===== config.mk =====
export PLATFORM = sky130hd
export DESIGN_NAME = pc_sequencer
export DESIGN_NICKNAME = d
export VERILOG_FILES = /design/src/rtl/pc_sequencer.sv
export SDC_FILE = /design/constraint.sdc
export NUM_CORES = 1
export LEC_CHECK = 0
export ABC_AREA = 1
export CAP_MARGIN = 20
export CORE_MARGIN = 8
export CORE_UTILIZATION = 42
export CTS_CLUSTER_SIZE = 12
export DETAILED_ROUTE_END_ITERATION = 16
export PLACE_DENSITY = 0.87
export SETUP_SLACK_MARGIN = 0.02
export SYNTH_ARGS = -nofsm -noshare
export SYNTH_HDL_FRONTEND = slang
export SYNTH_SLANG_ARGS = --single-unit

===== constraint.sdc =====
create_clock -name clk -period 1.3 [get_ports clk]
set_input_delay 0.13 -clock clk [delete_from_list [all_inputs] [get_ports clk]]
set_output_delay 0.13 -clock clk [all_outputs]
set_load 0.01 [all_outputs]

===== src/rtl/pc_sequencer.sv =====
// pc_sequencer: fetch/decode/execute sequencer that owns
// the PC register load path and the imem request handshake.
module pc_sequencer #(
   parameter int unsigned ADDR_W = 20,
   parameter logic [ADDR_W-1:0] RESET_PC = '0,
   parameter int unsigned FETCH_TIMEOUT = 16
) (
   input  logic              clk,
   input  logic              rst_n,
   input  logic              start,
   input  logic              halt_req,
   input  logic              imem_ack,
   input  logic              exec_done,
   input  logic              redirect_valid,
   input  logic [ADDR_W-1:0] redirect_target,
   input  logic [ADDR_W-1:0] pc_cur,
   output logic              pc_load,
   output logic [ADDR_W-1:0] pc_next,
   output logic              imem_req,
   output logic [ADDR_W-1:0] imem_addr,
   output logic              decode_en,
   output logic              exec_en,
   output logic              halted,
   output logic              fault,
   output logic [15:0]       retired
);

   typedef enum logic [2:0] {
      st_init,
      st_idle,
      st_fetch,
      st_decode,
      st_exec,
      st_update,
      st_halt,
      st_fault
   } state_t;

   localparam logic [7:0] tlast = 8'(FETCH_TIMEOUT - 1);

   state_t            state;
   state_t            nxt;
   logic [ADDR_W-1:0] npc;
   logic [7:0]        tcnt;
   logic              halt_pending;

   assign pc_next = npc;

   // state register
   always_ff @(posedge clk or negedge rst_n) begin
      if (!rst_n) state <= st_init;
      else        state <= nxt;
   end

   // next-state decode and Moore outputs
   always_comb begin
      nxt       = state;
      pc_load   = 1'b0;
      imem_req  = 1'b0;
      imem_addr = '0;
      decode_en = 1'b0;
      exec_en   = 1'b0;
      halted    = 1'b0;
      fault     = 1'b0;
      unique case (state)
         st_init: begin
            pc_load = 1'b1;
            nxt     = st_idle;
         end
         st_idle: begin
            if (halt_pending) nxt = st_halt;
            else if (start)   nxt = st_fetch;
         end
         st_fetch: begin
            imem_req  = 1'b1;
            imem_addr = pc_cur;
            if (imem_ack)           nxt = st_decode;
            else if (tcnt == tlast) nxt = st_fault;
         end
         st_decode: begin
            decode_en = 1'b1;
            nxt       = st_exec;
         end
         st_exec: begin
            exec_en = 1'b1;
            if (exec_done) nxt = st_update;
         end
         st_update: begin
            pc_load = 1'b1;
            nxt     = halt_pending ? st_halt : st_fetch;
         end
         st_halt: begin
            halted = 1'b1;
            if (start) nxt = st_fetch;
         end
         st_fault: begin
            fault = 1'b1;
         end
         default: nxt = st_init;
      endcase
   end

   // fetch timeout counter, restarts on every FETCH entry
   always_ff @(posedge clk or negedge rst_n) begin
      if (!rst_n)                         tcnt <= '0;
      else if (state != st_fetch)         tcnt <= '0;
      else if (!imem_ack && tcnt != tlast) tcnt <= tcnt + 8'd1;
   end

   // next PC captured when execute completes
   always_ff @(posedge clk or negedge rst_n) begin
      if (!rst_n) begin
         npc <= RESET_PC;
      end else if (state == st_exec && exec_done) begin
         npc <= redirect_valid ? redirect_target
                               : pc_cur + ADDR_W'(1);
      end
   end

   // sticky halt request, dropped once HALT is entered
   always_ff @(posedge clk or negedge rst_n) begin
      if (!rst_n) begin
         halt_pending <= 1'b0;
      end else if (nxt == st_halt && state != st_halt) begin
         halt_pending <= 1'b0;
      end else if (halt_req && state != st_halt
                   && state != st_fault) begin
         halt_pending <= 1'b1;
      end
   end

   // saturating count of retired instructions
   always_ff @(posedge clk or negedge rst_n) begin
      if (!rst_n) begin
         retired <= '0;
      end else if (state == st_update && retired != 16'hFFFF) begin
         retired <= retired + 16'd1;
      end
   end

endmodule


After elaboration in Yosys (flattened, before gate mapping)
Cells that the tools add are included.
Operators by class
  $add $sub $neg: 3
  eq/ne operators: 14
  mux-type cells: 19
  reductions and logical operators: 11
Operator list (number)
  2-to-1 mux 20 bit: 2
  one-hot mux 3 bit (7 select lines): 1
  adder 20 x 1 -> 20 bit, second input constant: 1
  2-to-1 mux 3 bit: 6
  adder 16 x 1 -> 16 bit, second input constant: 1
  2-to-1 mux 8 bit: 2
  inequality test 16 bit, second input constant: 1
  equality test 3 bit, second input constant: 5
  adder 8 x 1 -> 8 bit, second input constant: 1
  equality test 8 x 4 -> 1 bit, second input constant: 1
  2-to-1 mux 1 bit: 8
  inequality test 8 x 4 -> 1 bit, second input constant: 1
  equality test 3 x 2 -> 1 bit, second input constant: 2
  logical AND 1 bit: 6
  inequality test 3 bit, second input constant: 2
  nonzero test 2 bit: 2
  equality test 3 x 1 -> 1 bit, second input constant: 1
  logical NOT 3 bit: 1
  inequality test 3 x 2 -> 1 bit, second input constant: 1
  OR reduction 2 bit: 1
  logical NOT 1 bit: 1
Storage, ports and cells
  flip-flop bits (word level): 48
  output and inout bits: 62
  logic and storage cells: 52

Logic depth before layout (Yosys ltp)
  word-level depth: 7
  depth in mapped cells: 10

Worst setup path before layout
Ideal clock, no wire load.
  path type: reg-to-reg
  start point: reg retired[0]
  end point: reg retired[11]
  library setup time: 0.120 ns
  data arrival time: 1.400 ns
  data required time: 1.180 ns
  slack: -0.221 ns
  stages on the path, launching flop included: 10
  cells stage by stage: dfrtp_1 ha_1 nand3_1 nor2_1 nand3_1 nand2_2 inv_4 buf_6 o21ai_1 nand2_1
On the way
  cells in the longest elaborated chain, start to end: 2
  elaborated cells on any way between the ends: 3
Ends and longest elaborated chain
  from (decl): RTL line 25  | output logic [15:0] retired
  from (signal assigned): RTL line 137  | retired <= retired + 16'd1;
  parallel branches: the longest is 2 deep, another holds adder 16 x 1 -> 16 bit
Parallel ways; which one is timed is not known.
A chain may end at the register's enable or synchronous reset.

Final worst setup path
  start point: reg state[1]
  end point: out imem_addr[5]
On the way
  cells in the longest elaborated chain, start to end: 2
Ends and longest elaborated chain
  from (decl): RTL line 41  | state_t state;
  from (signal assigned): RTL line 51  | if (!rst_n) state <= st_init;
  from (signal assigned): RTL line 52  | else state <= nxt;
  equality test 3 x 2 -> 1 bit: RTL line 65  | unique case (state)
  2-to-1 mux 20 bit: RTL line 65
  to (decl): RTL line 20  | output logic [ADDR_W-1:0] imem_addr,
Every way passes these cells.

==> results.tsv <==
stage	metric	value	unit
sta	Fin. Hold Viols	0	
critical_path	CP peak stage delay	0.42	ns
drt	DR iter-0 viols	294	
sta	maximum clock frequency	570	MHz
grt	vias in the first global route	4567	
drt	Initial DRT Pass Iterations	5	
sta	slew margin rel.	69.8	%
die	die area	10700	um2
synthesis	Post-Syn Nets	526	
die	core area	7570	um2
synthesis	yosys synthesis warning count	0	
drt	vias per inst	5.57	
cts	clk_lat worst skew	0.32	ns
drt	detailed-route via count	4576	
synthesis	synthesized instance count	476	
synthesis	Area contributors post-synth	dfrtp_1 (38%), nand2_1 (17%), nor2_1 (8.6%), nand3_1 (6.1%), inv_1 (5.8%)	
cts	clock root buffer	clkbuf_8	
pwr	worst IR drop on VDD	1020	uV
critical_path	Reg-to-Reg End	tcnt[5]	
pwr	NetSw	861	uW
place	Final Wtd Congestion	0.966	
critical_path	crit path DAT	1.62	ns
die	I/O pin count	109	
grt	initial antenna violation count	0	
final_layout	antenna cells	0	
synthesis	post-synth top area cell	dfrtp_1	
place	Cells after DPL	774	
critical_path	Crit Path Max Fanout	5	
synthesis	Synth Cell Area	3200	um2
pwr	Clock Power Share	44.1	%
final_layout	Layout Cells excl Fill	822	
die	Die Ht	103	um
place	Place WS	-0.425	ns
pwr	Cell Pwr Density	577	nW/um2
cts	CTS tree	done	
final_layout	post-layout util	81.8	%
final_layout	layout cell share with drive strength beyond 1	39.7	%
final_layout	Layout area overhead	93.6	%
sta	Final setup viols	72	
grt	Global Route Usage Sum	27.7	%
sta	Final Cycle Share	135	%
die	cell row count	32	
critical_path	reg2reg setup slack	-0.40	ns
pwr	Int Pwr	2710	uW
sta	count of pins over their slew limit	0	
sta	Setup WS post-layout	-0.454	ns
min_path	Hold WC Path Type	in -> reg	
critical_path	Worst setup endpoint	imem_addr[5]	
place	HPWL after DPL	9530	um
grt	Congestion Overflow GR	0	
pwr	Logic pwr share	14.2	%
synthesis	Mean Syn Cell Area	6.72	um2
drt	final WL	16300	um
place	Port Buffers	108	
critical_path	reg2reg start	state[1]	
job	Max Cap Viol	0	
critical_path	worst-path cell chain	inv_2 > nor3_4 > inv_2 > buf_6 > buf_16 > nor2_4 > buf_6	
critical_path	required time of the critical path	1.17	ns
critical_path	WS Path Type	reg -> out	
cts	H-Tree Depth	2	
critical_path	CP Launch Type	flop	
pwr	switching share of power	24.1	%
cts	Worst-path clk slew	0.11	ns
sta	RSZ-0062 raised after global routing	yes	
sta	Worst Tran Pin Value	0.453	ns
grt	first-pass GRT wire length	23000	um
grt	largest net degree at the start of global routing	35	
die	width of the die	103	um
drt	Post-DRT Antenna Nets	0	
drt	per-cell routed wire length	19.8	um
synthesis	Synth Register Bits	48	
sta	Final Skew	0.0167	ns
critical_path	R2R cell count	10	
cts	total CTS buffers	5	
outcome	failing checks	negative setup slack	
final_layout	Layout Nets	769	
sta	clock period minus worst slack	1.75	ns
synthesis	share of the yosys chip area belonging to registers	37.6	%
drt	DRC	0	
die	Initial Util	42.3	%
cts	number of clock sinks	48	
synthesis	Synth top area share	37.6	%
synthesis	Unique masters post-synth	34	
critical_path	Slowest-stage cell, CP	dfrtp_1	
critical_path	Critical Path Sink Type	primary output	
cts	Max Buffers Root-to-Sink	2	
pwr	leakage power	0.00323	uW
outcome	status	finished, violations left	
pwr	Reg power frac	41.8	%
critical_path	CP startpoint	state[1]	
## worst max-delay path, delay by kind of cell, from the launching register on
family | cells | cell delay [ns]
AND/OR/NAND/NOR | 2 | 0.32
flip-flops | 1 | 0.42
buffers and inverters | 5 | 0.56
## routing by layer
metal  share of wire (%)  up-vias  global-route usage [%]
met5                   0        -                       0
met1                  36     2176                    31.0
met2                  50      301                    50.7
li1                    -     2015                       -
met4                 5.8        0                    12.7
met3                 8.7       84                    3.88
## stage by stage
stage	area [um2]	hold slack, ns	total power (uW)	setup TNS (ns)
6_report	6190	0.228	3570	-21.27
5_1_grt	6190	0.278	3660	-25.25
4_1_cts	5860	0.325	3510	-14.44
3_5_place_dp	5270	0.0905	2000	-16.56
3_3_place_gp	5270	0.0867	1990	-14.16
2_1_floorplan	3360	-0.166	1650	-3.45
## flip-flops by register name, summed over array words and instances, names as in the netlist
name,cells
halt_pending,1
pc_next,20
retired,16
state,3
tcnt,8
## synth_stat cells (all sizes together)
cell type / instances
a21boi: 1
a21oi: 12
a2bb2oi: 5
a31oi: 2
buf: 10
clkbuf: 2
dfrtp: 48
ha: 3
inv: 57
nand2: 144
nand3: 39
nand3b: 6
nand4: 12
nor2: 77
nor3: 13
o211ai: 2
o21a: 2
o21ai: 26
o21bai: 1
o31ai: 1
or2: 1
xnor2: 3
xor2: 9
## cell usage in the layout, fill, tap and decap left out, types with 11 or more instances in the layout
master             n
nand4_1           12
nand2_1          116
buf_2             11
buf_6             35
nor2_1            48
dfrtp_1           44
nand3_1           33
nor2_4            20
inv_1             47
buf_4            108
dlygate4sd2_1     26
nand2_2           16
clkdlybuf4s50_1   43
nand2_4           11
o21ai_0           13
## how the worst min path moves through the flow
stage	from	end	slack (ns)	cells past startpoint
final	pc_cur[9]	pc_next[9]	0.23	5
after detailed placement	rst_n	pc_next[18]	0.09	2
after CTS	rst_n	pc_next[18]	0.32	3
after global routing	pc_cur[9]	pc_next[9]	0.28	5
after global placement	rst_n	pc_next[18]	0.09	2
after floorplan	rst_n	halt_pending	-0.17	0
## kinds of logic after synthesis
family                   share of synthesized area [%]
AND/OR/NAND/NOR                                   39.3
buffers and inverters                             9.19
AO/OA/AOI/OAI                                     9.47
flip-flops                                        37.6
XOR/XNOR                                          3.29
adder cells (fa/ha/maj)                           1.17
## power by group through the flow
stage | combinational [uW] | clock [uW] | sequential, uW
3_3_place_gp | 471 | 0 | 1520
5_1_grt | 542 | 1620 | 1490
2_1_floorplan | 129 | 0 | 1520
4_1_cts | 492 | 1520 | 1490
3_5_place_dp | 476 | 0 | 1520
6_report | 506 | 1570 | 1490
## layout make-up
class | instances | area (um2)
fillers | 422 | 1380
inverters | 57 | 244
multi-input cells | 359 | 2180
repair inverters | 3 | 33.8
clock buffers | 5 | 68.8
clock inverters | 3 | 90.1
repair buffers | 245 | 2240
well taps | 102 | 128
flip-flops and latches | 48 | 1210
## timing repair
item | in CTS | in global routing
setup endpoints to repair | 107 | 80
gates resized for setup | 231 | 84
cloned | 7 | 0
hold buffers | 1 | 0
pin swaps | 18 | 28
hold endpoints to repair | 48 | 0
buffers inserted | 21 | 22
No activity file was read; power rests on OpenSTA's default activity.
